===== src/rtl/ascon_pack.sv =====
// ascon_pack: shared ASCON state type, FSM encoding and column count
package ascon_pack;
    localparam int NB_COLS = 64;
    typedef logic [0:4][63:0] type_state;
    typedef enum logic [1:0] {IDLE, RUN, DONE} type_fsm;
endpackage


===== src/rtl/inv_substitution_table.sv =====
// inv_substitution_table: combinational inverse ASCON 5-bit S-box
module inv_substitution_table (
    input  logic [4:0] din,
    output logic [4:0] dout
);
    localparam logic [4:0] inv_tab [32] = '{
        5'h14, 5'h1a, 5'h07, 5'h0d, 5'h00, 5'h09, 5'h0e, 5'h12,
        5'h0a, 5'h06, 5'h1d, 5'h01, 5'h19, 5'h15, 5'h13, 5'h1e,
        5'h18, 5'h16, 5'h0b, 5'h11, 5'h03, 5'h05, 5'h1c, 5'h1f,
        5'h17, 5'h1b, 5'h04, 5'h08, 5'h0f, 5'h0c, 5'h10, 5'h02
    };
    assign dout = inv_tab[din];
endmodule


===== src/rtl/inv_substitution_layer.sv =====
// inv_substitution_layer: iterative inverse ASCON substitution layer,
// COLS_PER_CYCLE columns per clock under a start/done handshake
module inv_substitution_layer
    import ascon_pack::*;
#(
    parameter int COLS_PER_CYCLE = 4
) (
    input  logic      clock_i,
    input  logic      resetb_i,
    input  logic      start_i,
    input  type_state state_i,
    output logic      ready_o,
    output logic      busy_o,
    output logic      done_o,
    output type_state state_o
);
    localparam int C = COLS_PER_CYCLE;
    localparam int N = NB_COLS / C;
    if (!(C == 1 || C == 2 || C == 4 || C == 8 || C == 16 || C == 32 || C == 64)) begin : g_bad
        $error("COLS_PER_CYCLE must be a power of two from 1 to 64");
    end
    type_fsm        fsm;
    logic [5:0]     cnt;
    logic [5:0]     base;
    logic           last;
    type_state      st;
    type_state      nxt;
    logic [5*C-1:0] col_in;
    logic [5*C-1:0] col_out;
    assign base    = 6'(cnt * C);
    assign last    = cnt == 6'(N - 1);
    assign state_o = st;
    // column j is {x0[j],...,x4[j]} with x0 as the MSB
    for (genvar c = 0; c < C; c++) begin : g_col
        logic [5:0] i;
        assign i = base + 6'(c);
        assign col_in[5*c +: 5] = {st[0][i], st[1][i], st[2][i], st[3][i], st[4][i]};
        inv_substitution_table u_tab (
            .din  (col_in[5*c +: 5]),
            .dout (col_out[5*c +: 5])
        );
    end
    always_comb begin
        nxt = st;
        for (int c = 0; c < C; c++)
            {nxt[0][base + 6'(c)], nxt[1][base + 6'(c)], nxt[2][base + 6'(c)],
             nxt[3][base + 6'(c)], nxt[4][base + 6'(c)]} = col_out[5*c +: 5];
    end
    always_ff @(posedge clock_i or negedge resetb_i) begin
        if (!resetb_i) begin
            fsm     <= IDLE;
            cnt     <= '0;
            st      <= '0;
            ready_o <= 1'b1;
            busy_o  <= 1'b0;
            done_o  <= 1'b0;
        end else if (fsm == RUN) begin
            st      <= nxt;
            cnt     <= last ? '0 : cnt + 6'd1;
            fsm     <= last ? DONE : RUN;
            ready_o <= last;
            busy_o  <= !last;
            done_o  <= last;
        end else if (start_i) begin
            st      <= state_i;
            cnt     <= '0;
            fsm     <= RUN;
            ready_o <= 1'b0;
            busy_o  <= 1'b1;
            done_o  <= 1'b0;
        end else begin
            fsm     <= IDLE;
            ready_o <= 1'b1;
            busy_o  <= 1'b0;
            done_o  <= 1'b0;
        end
    end
endmodule


===== config.mk =====
export PLATFORM = sky130hd
export DESIGN_NAME = inv_substitution_layer
export DESIGN_NICKNAME = d
export VERILOG_FILES = /design/src/rtl/ascon_pack.sv /design/src/rtl/inv_substitution_table.sv /design/src/rtl/inv_substitution_layer.sv
export SDC_FILE = /design/constraint.sdc
export NUM_CORES = 1
export LEC_CHECK = 0
export ABC_CLOCK_PERIOD_IN_PS = 4450
export CORE_MARGIN = 5
export CORE_UTILIZATION = 30
export DETAILED_ROUTE_END_ITERATION = 6
export SLEW_MARGIN = 20
export SYNTH_ARGS = -nofsm -noshare
export SYNTH_HDL_FRONTEND = slang
export SYNTH_HIERARCHICAL = 1
export SYNTH_SLANG_ARGS = --single-unit

===== constraint.sdc =====
create_clock -name clock_i -period 4.45 [get_ports clock_i]
set_input_delay 0.89 -clock clock_i [delete_from_list [all_inputs] [get_ports clock_i]]
set_output_delay 0.89 -clock clock_i [all_outputs]
set_load 0.01 [all_outputs]

Word level (Yosys, flattened, before mapping)
Memories as Yosys holds them, arrays and structs flattened.
Cells that the tools add are included.
{"block": "totals", "register_bits": 331, "mem_bits_ro": 640, "input_bits": 323, "out_inout_bits": 323, "n_memories": 4}
{"block": "classes", "add_sub_neg": 4, "order_cmp": 12, "n_eq_ne": 2, "muxes": 89, "bitwise_logic": 4, "reduce_logical": 6}
{"memory": "(no name shown)", "depth": 32, "width": 5, "read_ports": 1, "rd_clocked_by_memory_dff": 0, "wr": 0, "line_no": "inv_substitution_table.sv:12", "rtl": "assign dout = inv_tab[din];"}
{"memory": "(no name shown)", "depth": 32, "width": 5, "read_ports": 1, "rd_clocked_by_memory_dff": 0, "wr": 0, "line_no": "inv_substitution_table.sv:12"}
{"memory": "(no name shown)", "depth": 32, "width": 5, "read_ports": 1, "rd_clocked_by_memory_dff": 0, "wr": 0, "line_no": "inv_substitution_table.sv:12"}
{"memory": "(no name shown)", "depth": 32, "width": 5, "read_ports": 1, "rd_clocked_by_memory_dff": 0, "wr": 0, "line_no": "inv_substitution_table.sv:12"}
{"operator": "64-bit bitwise mux", "n": 20}
{"operator": "320-bit two-way mux", "n": 2}
{"operator": "1-bit binary-select mux with 6-bit select", "n": 15}
{"operator": "5-bit two-way mux", "n": 8}
{"operator": "1-bit two-way mux", "n": 30}
{"operator": "6-bit by 7-bit less-than comparator with 1-bit output, second input constant", "n": 4}
{"operator": "6-bit by 1-bit >= comparator with 1-bit output, second input constant", "n": 4}
{"operator": "6-bit >= comparator, second input constant", "n": 4}
{"operator": "5-bit inverter with 6-bit output", "n": 4}
{"operator": "1-bit binary-select mux with 4-bit select", "n": 5}
{"operator": "1-bit demux with 6-bit select", "n": 3}
{"operator": "6-bit two-way mux", "n": 3}
{"operator": "6-bit by 1-bit adder with 6-bit output, second input constant", "n": 2}
{"operator": "6-bit by 2-bit adder with 6-bit output, second input constant", "n": 2}
{"operator": "6-bit by 4-bit == test with 1-bit output, second input constant", "n": 1}
{"operator": "1-bit demux with 4-bit select", "n": 1}
{"operator": "1-bit logical AND", "n": 4}
{"operator": "2-bit two-way mux", "n": 2}
{"operator": "2-bit by 1-bit == test with 1-bit output, second input constant", "n": 1}
{"operator": "2-bit nonzero test", "n": 1}
{"operator": "1-bit logical NOT", "n": 1}

Depth between registers and ports, before layout
{"block": "depth", "depth_word": 11, "depth_mapped": 16, "depth_no_buf": 12}

Hierarchy
The synthesis kept the hierarchy.
{"module": "inv_substitution_layer", "n_inst": 1, "cells_each": 1438, "area_each_um2": 16938.7, "seq_area_each_um2": 8234.1}
{"module": "inv_substitution_table at g_col[0].u_tab ...", "n_inst": 3, "cells_each": 50, "area_each_um2": 364.1, "seq_area_each_um2": 0.0}
{"module": "inv_substitution_table at g_col[1].u_tab", "n_inst": 1, "cells_each": 40, "area_each_um2": 349.1, "seq_area_each_um2": 0.0}

Least setup slack after synthesis
No wires, ideal clock.
{"block": "synth_timing", "kind": "flip-flop to flip-flop", "startpoint": "register cnt[0]", "endpoint": "register st, in the netlist state_o[162]", "setup_time_ns": 0.118, "t_arrival_ns": 3.468, "t_required_ns": 4.332, "setup_slack_ns": 0.864, "path_stages_with_launch": 16, "path_buffers": 5, "cell_sequence": "dfrtp_1 -> clkbuf_1 -> buf_6 -> buf_4 -> mux4_2 -> a22oi_1 -> nand2_1 -> inv_1 -> ha_1 -> mux4_2 -> nor2_1 -> a21oi_1 -> buf_1 -> clkbuf_1 -> a22o_1 -> a21o_1"}
{"element": "start: declaration", "line_no": "inv_substitution_layer.sv:23", "rtl": "logic [5:0] cnt;"}
{"element": "start signal: assignment", "line_no": "inv_substitution_layer.sv:59", "rtl": "cnt <= last ? '0 : cnt + 6'd1;"}
{"element": "6-bit by 2-bit adder with 6-bit output", "line_no": "inv_substitution_layer.sv:36", "rtl": "assign i = base + 6'(c);"}
{"element": "1-bit binary-select mux with 6-bit select", "line_no": "inv_substitution_layer.sv:37", "rtl": "assign col_in[5*c +: 5] = {st[0][i], st[1][i], st[2][i], st[3][i], st[4][i]};"}
{"element": "1-bit two-way mux (implied by the code)", "line_no": "inv_substitution_layer.sv:37"}
{"element": "net col_in[11]", "line_no": "inv_substitution_layer.sv:28", "rtl": "logic [5*C-1:0] col_in;"}
{"element": "5-bit inverter with 6-bit output (implied by the code)", "line_no": "inv_substitution_table.sv:12"}
{"element": "memory 32 x 5 bit"}
{"element": "5-bit two-way mux (implied by the code) (2 in series)", "line_no": "inv_substitution_table.sv:12"}
{"element": "net col_out[12]", "line_no": "inv_substitution_layer.sv:29", "rtl": "logic [5*C-1:0] col_out;"}
{"element": "64-bit bitwise mux (2 in series)", "line_no": "inv_substitution_layer.sv:46", "rtl": "{nxt[0][base + 6'(c)], nxt[1][base + 6'(c)], nxt[2][base + 6'(c)],"}
{"element": "320-bit two-way mux", "line_no": "inv_substitution_layer.sv:57", "rtl": "end else if (fsm == RUN) begin"}
{"element": "end signal: assignment", "line_no": "inv_substitution_layer.sv:58", "rtl": "st <= nxt;"}
{"element": "end signal: assignment", "line_no": "inv_substitution_layer.sv:65", "rtl": "st <= state_i;"}
{"element": "end: declaration", "line_no": "inv_substitution_layer.sv:26", "rtl": "type_state st;"}
The timed path passes the listed nets, and every way through them passes these cells. The select of a mux whose other input is x is not followed.
A chain may end at the register's enable or synchronous reset.

Worst setup path after layout
{"block": "layout_timing", "startpoint": "register cnt[0]", "endpoint": "register st, in the netlist state_o[318]"}
Same word-level chain as after synthesis.

==> flow_metrics.py <==
metrics = {
    "power_and_ir_drop": {
        "p_per_area_mw_per_mm2": 1060,
        "p_leak_uw": 0.0127,
        "irDropWorstVdd_mv": 0.889,
    },
    "global_route": {
        "grt_overflow": 0,
        "grt_pass1_vias": 18118,
        "grt.total_usage": 0.264,
        "grt_pass1_wl_um": 131000,
        "grt_max_degree": 112,
        "antenna_found_initial": 8,
    },
    "clocking": {
        "root_buffer": "clkbuf_16",
        "clk_pin_slew_ps": 60,
        "cts_tree": "yes",
        "clock_latency_ps": 570,
        "cts_num_sinks": 329,
        "htree_num_levels": 2,
        "cts_setup_buffers": 0,
        "clockBufferDepth": 3,
        "cts_buffers": 40,
    },
    "sta": {
        "timing.hold.ws_ps": 430,
        "fmax_mhz": 246,
        "rsz0062_at_grt": "false",
        "worst_slew_pin_slew_ps": 1140,
        "finalHoldViolCount": 0,
        "setup_viol": 0,
        "fin_crit_ps": 4070,
        "final_max_slew_viol_count": 0,
        "fin_skew_ps": 26.2,
        "slew_headroom": 0.240,
        "fin_crit_sh": 0.915,
        "finalSetupTns_ps": 0,
    },
    "detailed_routing": {
        "top_layer": "met5",
        "dr_total_vias": 17596,
        "via_per_inst": 5.80,
        "met2_length_um": 45000,
        "drt_wl_total_um": 91700,
        "dr.pass1.iters": 5,
        "wl_per_cell_um": 30.2,
        "drt-met1-wl_um": 35700,
        "met3_length_um": 7930,
        "drt_iter0_markers": 1483,
        "drt_drc_violations_left": 0,
        "ant_nets": 0,
    },
    "yosys": {
        "synth_ff_type": "dfrtp_1",
        "avgSynthCellArea_um2": 11.3,
        "synth_top_area_share": 0.447,
        "yosysMostFrequentCell": "dfrtp_1",
        "synth_seq_cells": 329,
        "synth_warnings": 6,
        "synth-edff-count": 0,
        "synth_cell_types": 45,
        "syn_inst": 1628,
        "syn_area_mm2": 0.0184,
        "yosys-top-cells-count": "328 x dfrtp_1, 241 x a21o_1, 241 x a22o_1, 121 x a22oi_1, 85 x mux4_2",
        "synth_nets": 1983,
        "async_reset_ff_frac": 1.00,
        "synth_area_leaders": "dfrtp_1 45%, a22o_1 11%, mux4_2 10%",
        "ys_seq_area_frac": 0.448,
        "synth.largest_area_cell": "dfrtp_1",
    },
    "die": {
        "pin_count": 646,
        "core_area_mm2": 0.0605,
        "start_util": 0.304,
        "die_h_um": 258,
        "fp.dieW_um": 258,
        "die_area_mm2": 0.0663,
        "rows": 90,
    },
    "worst_setup_path": {
        "reg2reg_slack_ps": 380,
        "crit_path_max_fanout": 17,
        "start_kind": "flip-flop",
        "rr_startpoint": "cnt[0]",
        "critical_path_arrival_ps": 4550,
        "critPathKind": "flip-flop to flip-flop",
        "worstPathRequired_ps": 4930,
        "reg2reg_to": "state_o[318]",
        "endpoint_kind": "flip-flop",
        "ff2ff_path_depth": 11,
    },
    "placement": {
        "place_hpwl_um": 66000,
        "place_congestion": 0.889,
        "port_buffers": 645,
    },
    "run_status": {
        "outcome": "finished clean",
    },
    "final_layout": {
        "finalNetCount": 2578,
        "drive_gt1_frac": 0.131,
        "areaGrowthSynthToFinish_pct": 48.0,
    },
    "job": {
        "maxCapViolCount": 0,
    },
    "worst_hold_path": {
        "hp-class": "input port to asynchronous set/reset pin",
    },
}
-- power breakdown --
part,total [µW],internal [µW],switching (µW)
sequential,5930,4460,1460
combinational,19600,8100,11500
clock,3350,1990,1360
-- through the flow --
step | cell area, µm² | setup WS (ps) | cells | utilization | power (µW)
6_report | 27200 | 377 | 3036 | 0.450 | 28900
3_3_place_gp | 25900 | 295 | 2963 | 0.428 | 25000
5_1_grt | 27200 | 129 | 3032 | 0.450 | 30300
4_1_cts | 27200 | 176 | 3029 | 0.449 | 28900
2_1_floorplan | 18400 | 864 | 1628 | - | 16000
3_5_place_dp | 25900 | 239 | 2963 | 0.428 | 25400
-- logic make-up after synthesis --
family                     after synthesis  share of synthesized area
AOI/OAI and AO/OA                      722                      0.298
xor gates and xnor gates                15                    0.00715
adders and majority gates               32                     0.0218
buffers and inverters                  266                     0.0709
DFF                                    329                      0.448
muxes                                  103                      0.114
and+or+nand+nor                        161                     0.0405
-- cells in the final DEF, fill, tap and decap left out, types with 5 or more instances in the layout --
| cell | netlist | layout |
|---|---|---|
| a21oi_1 | 12 | 9 |
| o21ai_2 | 0 | 6 |
| o21ai_0 | 21 | 21 |
| mux2i_1 | 16 | 15 |
| clkbuf_16 | 0 | 41 |
| xor2_1 | 7 | 6 |
| dfrtp_1 | 328 | 326 |
| nand2_1 | 82 | 82 |
| inv_1 | 80 | 80 |
| nand2b_1 | 7 | 7 |
| ha_1 | 32 | 32 |
| nand3b_1 | 6 | 6 |
| o211ai_1 | 6 | 6 |
| a22oi_1 | 121 | 120 |
| xnor2_1 | 8 | 6 |
| mux4_2 | 85 | 85 |
| buf_12 | 0 | 10 |
| buf_4 | 7 | 82 |
| a22o_1 | 241 | 240 |
| clkbuf_8 | 0 | 12 |
| nor2_2 | 0 | 13 |
| clkdlybuf4s50_1 | 0 | 644 |
| nor3_2 | 0 | 8 |
| diode_2 | 0 | 7 |
| a21o_1 | 241 | 241 |
| nor3_1 | 13 | 5 |
| nor2_1 | 25 | 8 |
| o21ai_1 | 66 | 60 |
-- cell type report --
class / instances / area [µm²]
fillers: 5581 / 33300
repair buffers: 737 / 7280
clock buffers: 56 / 1200
well taps: 782 / 978
diodes: 7 / 17.5
multi-input cells: 1033 / 9060
inverters: 82 / 308
clock inverters: 10 / 114
flip-flops and latches: 329 / 8240
-- flip-flops by register name (all words and copies together) (netlist names) --
name / cells
cnt: 6
done_o: 1
fsm: 1
ready_o: 1
state_o: 320
-- routing by layer --
metal,vias up,global-route usage
met5,-,0
li1,7343,-
met3,183,0.0680
met4,4,0.0791
met1,9093,0.334
met2,973,0.448
-- worst max-delay path: stages, from the launching register on --
cell      delay [ps]
dfrtp_4          660
buf_12           220
mux4_2           500
a22oi_1          430
nand2_1          230
inv_1            170
ha_1             210
nand2b_1         130
a21oi_1          100
o31ai_4          950
a22oi_1          210
o21ai_0          120
-- worst max-delay path by stage --
stage / startpoint / to / slack [ps] / depth (start not counted)
floorplan: cnt[0] / state_o[162] / 860 / 15
CTS: cnt[0] / state_o[137] / 180 / 11
finish: cnt[0] / state_o[318] / 380 / 11
global route: cnt[0] / state_o[318] / 130 / 12
global placement: cnt[0] / state_o[133] / 300 / 12
detailed placement: cnt[0] / state_o[177] / 240 / 11
-- repair_timing --
action | in CTS | in global routing
hold endpoints to repair | 0 | 0
endpoints found under the setup margin | 0 | 5
hold buffers | 0 | 0
gates resized for setup | 0 | 1
Note: power is estimated with default switching activity, not from simulation.
